==> src/rtl/proc_seq_pkg.sv <==
// Shared types and widths for the processor command sequencer.
package proc_seq_pkg;

    localparam int ADDR_W    = 5;
    localparam int DATA_W    = 32;
    localparam int F_W       = 3;
    // Widest repeat field any sequencer instance may use. Narrower instances
    // zero-extend their repeat count into this field.
    localparam int REP_W_MAX = 16;

    // One host command as it sits in the FIFO.
    typedef struct packed {
        logic                 mode;
        logic [F_W-1:0]       f;
        logic [ADDR_W-1:0]    ra1;
        logic [ADDR_W-1:0]    ra2;
        logic [ADDR_W-1:0]    dst;
        logic [DATA_W-1:0]    data;
        logic [REP_W_MAX-1:0] rep;
    } proc_cmd_t;

    // IDLE: nothing issuing, nothing pending; ISSUE: write enable high this
    // cycle; HOLD: paused with work still pending.
    typedef enum logic [1:0] {
        IDLE  = 2'd0,
        ISSUE = 2'd1,
        HOLD  = 2'd2
    } seq_state_e;

endpackage

==> src/rtl/proc_sequencer_fifo.sv <==
// Synchronous command FIFO with an occupancy count. The head entry is shown
// combinationally on o_dout so the sequencer can load it on the pop edge.
module seq_cmd_fifo
    import proc_seq_pkg::*;
#(
    parameter int DEPTH = 4
) (
    input  logic                       clk,
    input  logic                       rst_n,
    input  logic                       i_push,
    input  proc_cmd_t                  i_din,
    input  logic                       i_pop,
    output proc_cmd_t                  o_dout,
    output logic [$clog2(DEPTH):0]     o_count
);

    localparam int PTR_W = (DEPTH > 1) ? $clog2(DEPTH) : 1;
    localparam int CNT_W = $clog2(DEPTH) + 1;

    localparam logic [PTR_W-1:0] PTR_ONE  = PTR_W'(1);
    localparam logic [CNT_W-1:0] CNT_ONE  = CNT_W'(1);
    localparam logic [CNT_W-1:0] CNT_FULL = CNT_W'(DEPTH);

    proc_cmd_t          r_mem [DEPTH];
    logic [PTR_W-1:0]   r_wrPtr;
    logic [PTR_W-1:0]   r_rdPtr;
    logic [CNT_W-1:0]   r_count;

    logic               w_push;
    logic               w_pop;

    // Requests that would overflow or underflow are dropped here as well, so
    // the FIFO stays consistent even if a caller misbehaves.
    assign w_push = i_push && (r_count != CNT_FULL);
    assign w_pop  = i_pop  && (r_count != '0);

    assign o_dout  = r_mem[r_rdPtr];
    assign o_count = r_count;

    // Storage array; contents need no reset because count gates every read.
    always_ff @(posedge clk) begin
        if (w_push) begin
            r_mem[r_wrPtr] <= i_din;
        end
    end

    // Pointers wrap naturally since DEPTH is a power of two.
    always_ff @(posedge clk) begin
        if (!rst_n) begin
            r_wrPtr <= '0;
            r_rdPtr <= '0;
        end else begin
            if (w_push) begin
                r_wrPtr <= r_wrPtr + PTR_ONE;
            end
            if (w_pop) begin
                r_rdPtr <= r_rdPtr + PTR_ONE;
            end
        end
    end

    // Occupancy: simultaneous push and pop leaves the count unchanged.
    always_ff @(posedge clk) begin
        if (!rst_n) begin
            r_count <= '0;
        end else begin
            case ({w_push, w_pop})
                2'b10:   r_count <= r_count + CNT_ONE;
                2'b01:   r_count <= r_count - CNT_ONE;
                default: r_count <= r_count;
            endcase
        end
    end

endmodule

==> src/rtl/proc_sequencer.sv <==
// Command sequencer in front of the processor: buffers host commands, issues
// one operation per cycle, replays commands for their repeat count, and only
// raises the register-file write enable on cycles that really issue.
module proc_sequencer
    import proc_seq_pkg::*;
#(
    parameter int DEPTH = 4,
    parameter int REP_W = 4
) (
    input  logic                clk,
    input  logic                rst_n,
    input  logic                cmd_valid,
    output logic                cmd_ready,
    input  logic                cmd_mode,
    input  logic [F_W-1:0]      cmd_f,
    input  logic [ADDR_W-1:0]   cmd_ra1,
    input  logic [ADDR_W-1:0]   cmd_ra2,
    input  logic [ADDR_W-1:0]   cmd_dst,
    input  logic [DATA_W-1:0]   cmd_data,
    input  logic [REP_W-1:0]    cmd_rep,
    input  logic                pause,
    output logic                proc_mode,
    output logic [F_W-1:0]      proc_f,
    output logic [ADDR_W-1:0]   proc_ra1,
    output logic [ADDR_W-1:0]   proc_ra2,
    output logic [ADDR_W-1:0]   proc_dst,
    output logic [DATA_W-1:0]   proc_data,
    output logic                proc_we,
    output logic                busy,
    output logic [15:0]         issued_cnt
);

    localparam int CNT_W = $clog2(DEPTH) + 1;
    localparam logic [CNT_W-1:0]     CNT_FULL = CNT_W'(DEPTH);
    localparam logic [REP_W_MAX-1:0] REP_ONE  = REP_W_MAX'(1);

    // Elaboration-time sanity checks on the parameters.
    if (DEPTH < 2 || (DEPTH & (DEPTH - 1)) != 0) begin : g_badDepth
        $error("proc_sequencer: DEPTH must be a power of two >= 2");
    end
    if (REP_W < 1 || REP_W > REP_W_MAX) begin : g_badRep
        $error("proc_sequencer: REP_W out of range");
    end

    proc_cmd_t              w_cmdIn;
    proc_cmd_t              w_head;
    logic [CNT_W-1:0]       w_count;
    logic                   w_push;
    logic                   w_load;
    logic                   w_repeat;
    logic                   w_pending;

    // The repeat counter shares the FIFO's rep field width; upper bits are
    // always zero because the host count is zero-extended on entry.
    logic [REP_W_MAX-1:0]   r_repLeft;
    logic                   r_mode;
    logic [F_W-1:0]         r_f;
    logic [ADDR_W-1:0]      r_ra1;
    logic [ADDR_W-1:0]      r_ra2;
    logic [ADDR_W-1:0]      r_dst;
    logic [DATA_W-1:0]      r_data;
    logic [15:0]            r_issuedCnt;
    seq_state_e             r_state;
    seq_state_e             w_stateNext;

    // No full bypass: a pop in the same cycle does not reopen a full FIFO.
    assign cmd_ready = (w_count < CNT_FULL) && rst_n;
    assign w_push    = cmd_valid && cmd_ready;

    assign w_cmdIn.mode = cmd_mode;
    assign w_cmdIn.f    = cmd_f;
    assign w_cmdIn.ra1  = cmd_ra1;
    assign w_cmdIn.ra2  = cmd_ra2;
    assign w_cmdIn.dst  = cmd_dst;
    assign w_cmdIn.data = cmd_data;
    assign w_cmdIn.rep  = REP_W_MAX'(cmd_rep);

    // Repeats of the current command take priority over fetching a new one.
    assign w_repeat  = !pause && (r_repLeft != '0);
    assign w_load    = !pause && (r_repLeft == '0) && (w_count != '0);
    assign w_pending = (r_repLeft != '0) || (w_count != '0);

    seq_cmd_fifo #(
        .DEPTH (DEPTH)
    ) u_fifo (
        .clk     (clk),
        .rst_n   (rst_n),
        .i_push  (w_push),
        .i_din   (w_cmdIn),
        .i_pop   (w_load),
        .o_dout  (w_head),
        .o_count (w_count)
    );

    // Issue register: captures the FIFO head on a load, otherwise holds so a
    // repeat re-issues exactly the same fields.
    always_ff @(posedge clk) begin
        if (!rst_n) begin
            r_mode <= 1'b0;
            r_f    <= '0;
            r_ra1  <= '0;
            r_ra2  <= '0;
            r_dst  <= '0;
            r_data <= '0;
        end else if (w_load) begin
            r_mode <= w_head.mode;
            r_f    <= w_head.f;
            r_ra1  <= w_head.ra1;
            r_ra2  <= w_head.ra2;
            r_dst  <= w_head.dst;
            r_data <= w_head.data;
        end
    end

    // Remaining-repeat counter: reloaded from the head, counted down per issue.
    always_ff @(posedge clk) begin
        if (!rst_n) begin
            r_repLeft <= '0;
        end else if (w_repeat) begin
            r_repLeft <= r_repLeft - REP_ONE;
        end else if (w_load) begin
            r_repLeft <= w_head.rep;
        end
    end

    // Next state: any issue goes to ISSUE; paused work parks in HOLD.
    always_comb begin
        w_stateNext = IDLE;
        if (w_load || w_repeat) begin
            w_stateNext = ISSUE;
        end else if (pause && w_pending) begin
            w_stateNext = HOLD;
        end
    end

    // State register; the write enable is decoded straight from ISSUE.
    always_ff @(posedge clk) begin
        if (!rst_n) begin
            r_state <= IDLE;
        end else begin
            r_state <= w_stateNext;
        end
    end

    // Count every edge that issues an operation; wraps at 2^16.
    always_ff @(posedge clk) begin
        if (!rst_n) begin
            r_issuedCnt <= '0;
        end else if (w_load || w_repeat) begin
            r_issuedCnt <= r_issuedCnt + 16'd1;
        end
    end

    assign proc_we    = (r_state == ISSUE);
    assign busy       = proc_we || w_pending;
    assign issued_cnt = r_issuedCnt;
    assign proc_mode  = r_mode;
    assign proc_f     = r_f;
    assign proc_ra1   = r_ra1;
    assign proc_ra2   = r_ra2;
    assign proc_dst   = r_dst;
    assign proc_data  = r_data;

endmodule

==> config.mk <==
export PLATFORM = sky130hd
export DESIGN_NAME = proc_sequencer
export DESIGN_NICKNAME = d
export VERILOG_FILES = /design/src/rtl/proc_seq_pkg.sv /design/src/rtl/proc_sequencer_fifo.sv /design/src/rtl/proc_sequencer.sv
export SDC_FILE = /design/constraint.sdc
export NUM_CORES = 1
export LEC_CHECK = 0
export BUFFER_PORTS_ARGS = -buffer_cell sky130_fd_sc_hd__buf_4
export CAP_MARGIN = 20
export CORE_MARGIN = 4
export CORE_UTILIZATION = 53
export DETAILED_ROUTE_END_ITERATION = 16
export HOLD_SLACK_MARGIN = 0.03
export PLACE_DENSITY = 0.76
export SKIP_LAST_GASP = 1
export SLEW_MARGIN = 20
export SYNTH_ARGS = -nofsm -noshare
export SYNTH_HDL_FRONTEND = slang
export SYNTH_SLANG_ARGS = --single-unit
==> constraint.sdc <==
create_clock -name clk -period 3.1 [get_ports clk]
set_input_delay 0 -clock clk [delete_from_list [all_inputs] [get_ports clk]]
set_output_delay 0 -clock clk [all_outputs]
set_load 0.01 [all_outputs]
==> flow_metrics.tcl <==
set metrics [dict create \
    syn_nets 837 \
    drt-initial-drc-count 450 \
    detailed_place_hpwl_um 13990 \
    min-delay-path-class "input port to flop" \
    ant_nets 0 \
    cp.required_ns 3.57 \
    yosys_warning_total 0 \
    cts_tree "built" \
    fin_setup_tns_ns 0 \
    async_reset_ff_share_pct 0 \
    final.min_clock_period_ns 2.918 \
    synth_edf_count 220 \
    drcViolationCount 0 \
    pre_cts_slack_ns 0.06391 \
    ys.flop_type "sky130_fd_sc_hd__edfxtp_1" \
    yosys_reg_bits 314 \
    fmaxAchievable_ghz 0.3427 \
    worst_ep_arrival_time_ns 3.39 \
    flow.area_growth_from_synthesis_pct 23.86 \
    worst_slew_pin_slew_ns 0.7707 \
    grt_antenna_before_repair 2 \
    drv_slew 0 \
    clock_slew_seen_by_the_registers_of_the_worst_setup_and_hold_paths_ns 0.06 \
    rows 55 \
    cts_root_buffer "sky130_fd_sc_hd__clkbuf_16" \
    synthDistinctLibCells 58 \
    floorplan.initialDensity_pct 54.39 \
    synth_xor_area_share_pct 1.339 \
    post_route_fraction_of_the_period_consumed_by_the_critical_path_pct 94.13 \
    power_density_nw_per_um2 666.5 \
    final_weighted_congestion_of_routability_driven_global_placement 0.8010 \
    timing.max_cap.violations 0 \
    grt_first_pass_wirelength_um 38160 \
    drive_above_1_share_pct 37.07 \
    num_io_pins 129 \
    firstDrtPassIters 5 \
    post_synth_fa_ha_maj_area_fraction_pct 0.9666 \
    setup-violations-final 0 \
    worst_clk_skew_ns 0.01496 \
    leakagePower_nw 5.315 \
    level_count_of_the_clock_h_tree 1 \
    synth_area_per_cell_um2 16.16 \
    vdd.ir_drop.worst_uv 590.1 \
    post_synth_main_area_contributors "sky130_fd_sc_hd__edfxtp_1 53%, sky130_fd_sc_hd__dfxtp_1 15%, sky130_fd_sc_hd__mux4_2 10%, sky130_fd_sc_hd__a21boi_2 4.4%, sky130_fd_sc_hd__nand2_2 2.5%" \
    synth-simple-area-share_pct 9.203 \
    share_of_the_yosys_chip_area_belonging_to_registers_pct 68.30 \
    startpoint_type "flop" \
    cts-root-to-sink-buffers 3 \
    rsz0062_at_grt "false" \
    post-synth-top-area-fraction_pct 53.16 \
    vias_in_the_first_global_route 7279 \
    layout.core_utilization_pct 67.37 \
    placement.cell_area_um2 13750 \
    netlist_area_um2 12430 \
    grt_start_max_net_pins 79 \
    detailroute.via_count 7032 \
    floorplan.core_area_um2 22850 \
    final_cell_area_um2 15390 \
    die_w_um 161.1 \
    max-slew-margin-rel_pct 48.62 \
    numCtsBuffers 31 \
    status "finished, final reports clean" \
    num-nets-final 1033 \
    hold_viol_final 0 \
    placement.io_buffers 128 \
    cts_sink_count 314 \
    synth_compound_area_share_pct 7.571 \
    yosys-mux-area-fraction_pct 10.13 \
    grt-ovfl-total 0 \
    routed_wirelength_um 23880 \
    avgViaCountPerCell 5.389 \
    grt_use_total_pct 18.17 \
    timing.final.ws_setup_ns 0.1818 \
    cp_max_fo 4 \
    fill_cells 1569 \
    die_area_um2 25960 \
    die-height_um 161.1 \
    cts_post_setup_buffers_inserted 0 \
    critPathCaptureType "flop" \
    route.detailed.wl_per_inst_um 18.30 \
    synth.largest_area_cell "sky130_fd_sc_hd__edfxtp_1" \
    clock_insertion_delay_worst_skew_ns 0.54 \
    power_mw 10.26 \
    largest_family_of_logic_cells_by_synthesized_area "multiplexers" \
    syn-instance-count 769 \
    path_class "flop to flop" \
]
timing repair:
item / 4_1_cts / 5_1_grt
gates resized for setup: 1 / 2
hold endpoints to repair: 227 / 0
cloned: 0 / 0
pin swaps: 0 / 0
hold buffers: 57 / 0
endpoints found under the setup margin: 1 / 1
sequential cells by signal, summed over array words and instances (netlist names), named ones only:
name            count
u_fifo.r_rdPtr      2
proc_mode           1
u_fifo.r_wrPtr      2
proc_ra2            5
issued_cnt         16
u_fifo.o_count      3
u_fifo.r_mem      220
proc_data          32
proc_dst            5
r_state             2
proc_ra1            5
proc_f              3
r_repLeft          16
through the flow:
stage | instances | hold WS, ns
after CTS | 1303 | 0.06125
after global placement | 1188 | 0.2014
final | 1305 | 0.1039
after global routing | 1305 | 0.1317
after detailed placement | 1188 | 0.2037
after floorplan | 769 | 0.09887
logic make-up after synthesis:
family,Yosys count
adders and majority gates,9
buffers and inverters,53
xor gates and xnor gates,19
AOI/OAI and AO/OA,109
muxes,57
DFF,314
and+or+nand+nor,208
cell type report:
class                      count  area [um^2]  area share, %
tap                          313        391.6          2.544
antenna                        2        5.005        0.03251
clock inverter                23        245.2          1.593
sequential                   314         8493          55.18
clock buffer                  35        800.8          5.202
timing repair buffer         202         1734          11.27
inverter                      14        65.06         0.4227
multi-input combinational    402         3657          23.76
layout by cell type (no fill, tap or decap), types with 13 or more instances in the layout:
master                            n
sky130_fd_sc_hd__clkbuf_16       31
sky130_fd_sc_hd__inv_1           13
sky130_fd_sc_hd__a21boi_2        49
sky130_fd_sc_hd__edfxtp_1       220
sky130_fd_sc_hd__and2_1          19
sky130_fd_sc_hd__dlygate4sd3_1   57
sky130_fd_sc_hd__nand2_2         50
sky130_fd_sc_hd__o21ai_0         22
sky130_fd_sc_hd__nand2_1         71
sky130_fd_sc_hd__mux4_2          55
sky130_fd_sc_hd__dfxtp_1         92
sky130_fd_sc_hd__buf_4          139
routing by layer:
metal,routed length [um],global-route usage (%),part of all wire (%),vias up
met5,0,0,0,-
met4,336,3.877,1.4,0
met3,1302,3.088,5.5,25
met2,12230,31.83,51,183
met1,10010,24.19,42,3529
li1,-,-,-,3295
final timing paths:
| kind | to | from | slack, ns | cells past startpoint |
|---|---|---|---|---|
| worst max register to register | u_fifo.o_count[2] | r_repLeft[1] | 0.18 | 12 |
| worst max-delay path | u_fifo.o_count[2] | r_repLeft[1] | 0.18 | 12 |
| worst min-delay path | r_repLeft[1] | rst_n | 0.10 | 3 |
| worst min register to register | proc_ra2[0] | proc_ra2[0] | 0.46 | 2 |
cells in the mapped netlist (3+ instances only):
library cell and number:
sky130_fd_sc_hd__nand2_1 71, sky130_fd_sc_hd__mux4_2 55, sky130_fd_sc_hd__or4_1 3, sky130_fd_sc_hd__buf_1 9
sky130_fd_sc_hd__a211oi_1 7, sky130_fd_sc_hd__xnor2_1 8, sky130_fd_sc_hd__nand2_2 50, sky130_fd_sc_hd__edfxtp_1 220
sky130_fd_sc_hd__a2111oi_0 5, sky130_fd_sc_hd__nor2b_1 3, sky130_fd_sc_hd__dfxtp_1 94, sky130_fd_sc_hd__a21boi_2 49
sky130_fd_sc_hd__ha_1 8, sky130_fd_sc_hd__a21boi_0 4, sky130_fd_sc_hd__nand3_1 9, sky130_fd_sc_hd__buf_12 5
sky130_fd_sc_hd__nor3_1 6, sky130_fd_sc_hd__or3_1 8, sky130_fd_sc_hd__clkbuf_1 19, sky130_fd_sc_hd__a21o_1 3
sky130_fd_sc_hd__buf_2 4, sky130_fd_sc_hd__and3_1 5, sky130_fd_sc_hd__nor2_1 11, sky130_fd_sc_hd__o21ai_0 22
sky130_fd_sc_hd__a21oi_1 6, sky130_fd_sc_hd__and2_1 19, sky130_fd_sc_hd__xor2_1 11, sky130_fd_sc_hd__inv_1 13
critical path: stages, from the launching register on:
cell                       delay (ns)
sky130_fd_sc_hd__dfxtp_1         0.34
sky130_fd_sc_hd__inv_1           0.09
sky130_fd_sc_hd__ha_1            0.15
sky130_fd_sc_hd__nor4b_4         0.25
sky130_fd_sc_hd__nand4_2         0.13
sky130_fd_sc_hd__or3_2           0.57
sky130_fd_sc_hd__inv_12          0.09
sky130_fd_sc_hd__ha_1            0.17
sky130_fd_sc_hd__inv_1           0.06
sky130_fd_sc_hd__fa_1            0.37
sky130_fd_sc_hd__xor2_1          0.17
sky130_fd_sc_hd__or3_1           0.30
sky130_fd_sc_hd__a21boi_0        0.17
report_power, final:
part           internal (mW)  total [mW]  switching [mW]
Sequential              4.71        4.87           0.161
Clock                   2.27        3.76            1.49
Combinational          0.751        1.62           0.872
(Power assumes the default switching activity.)
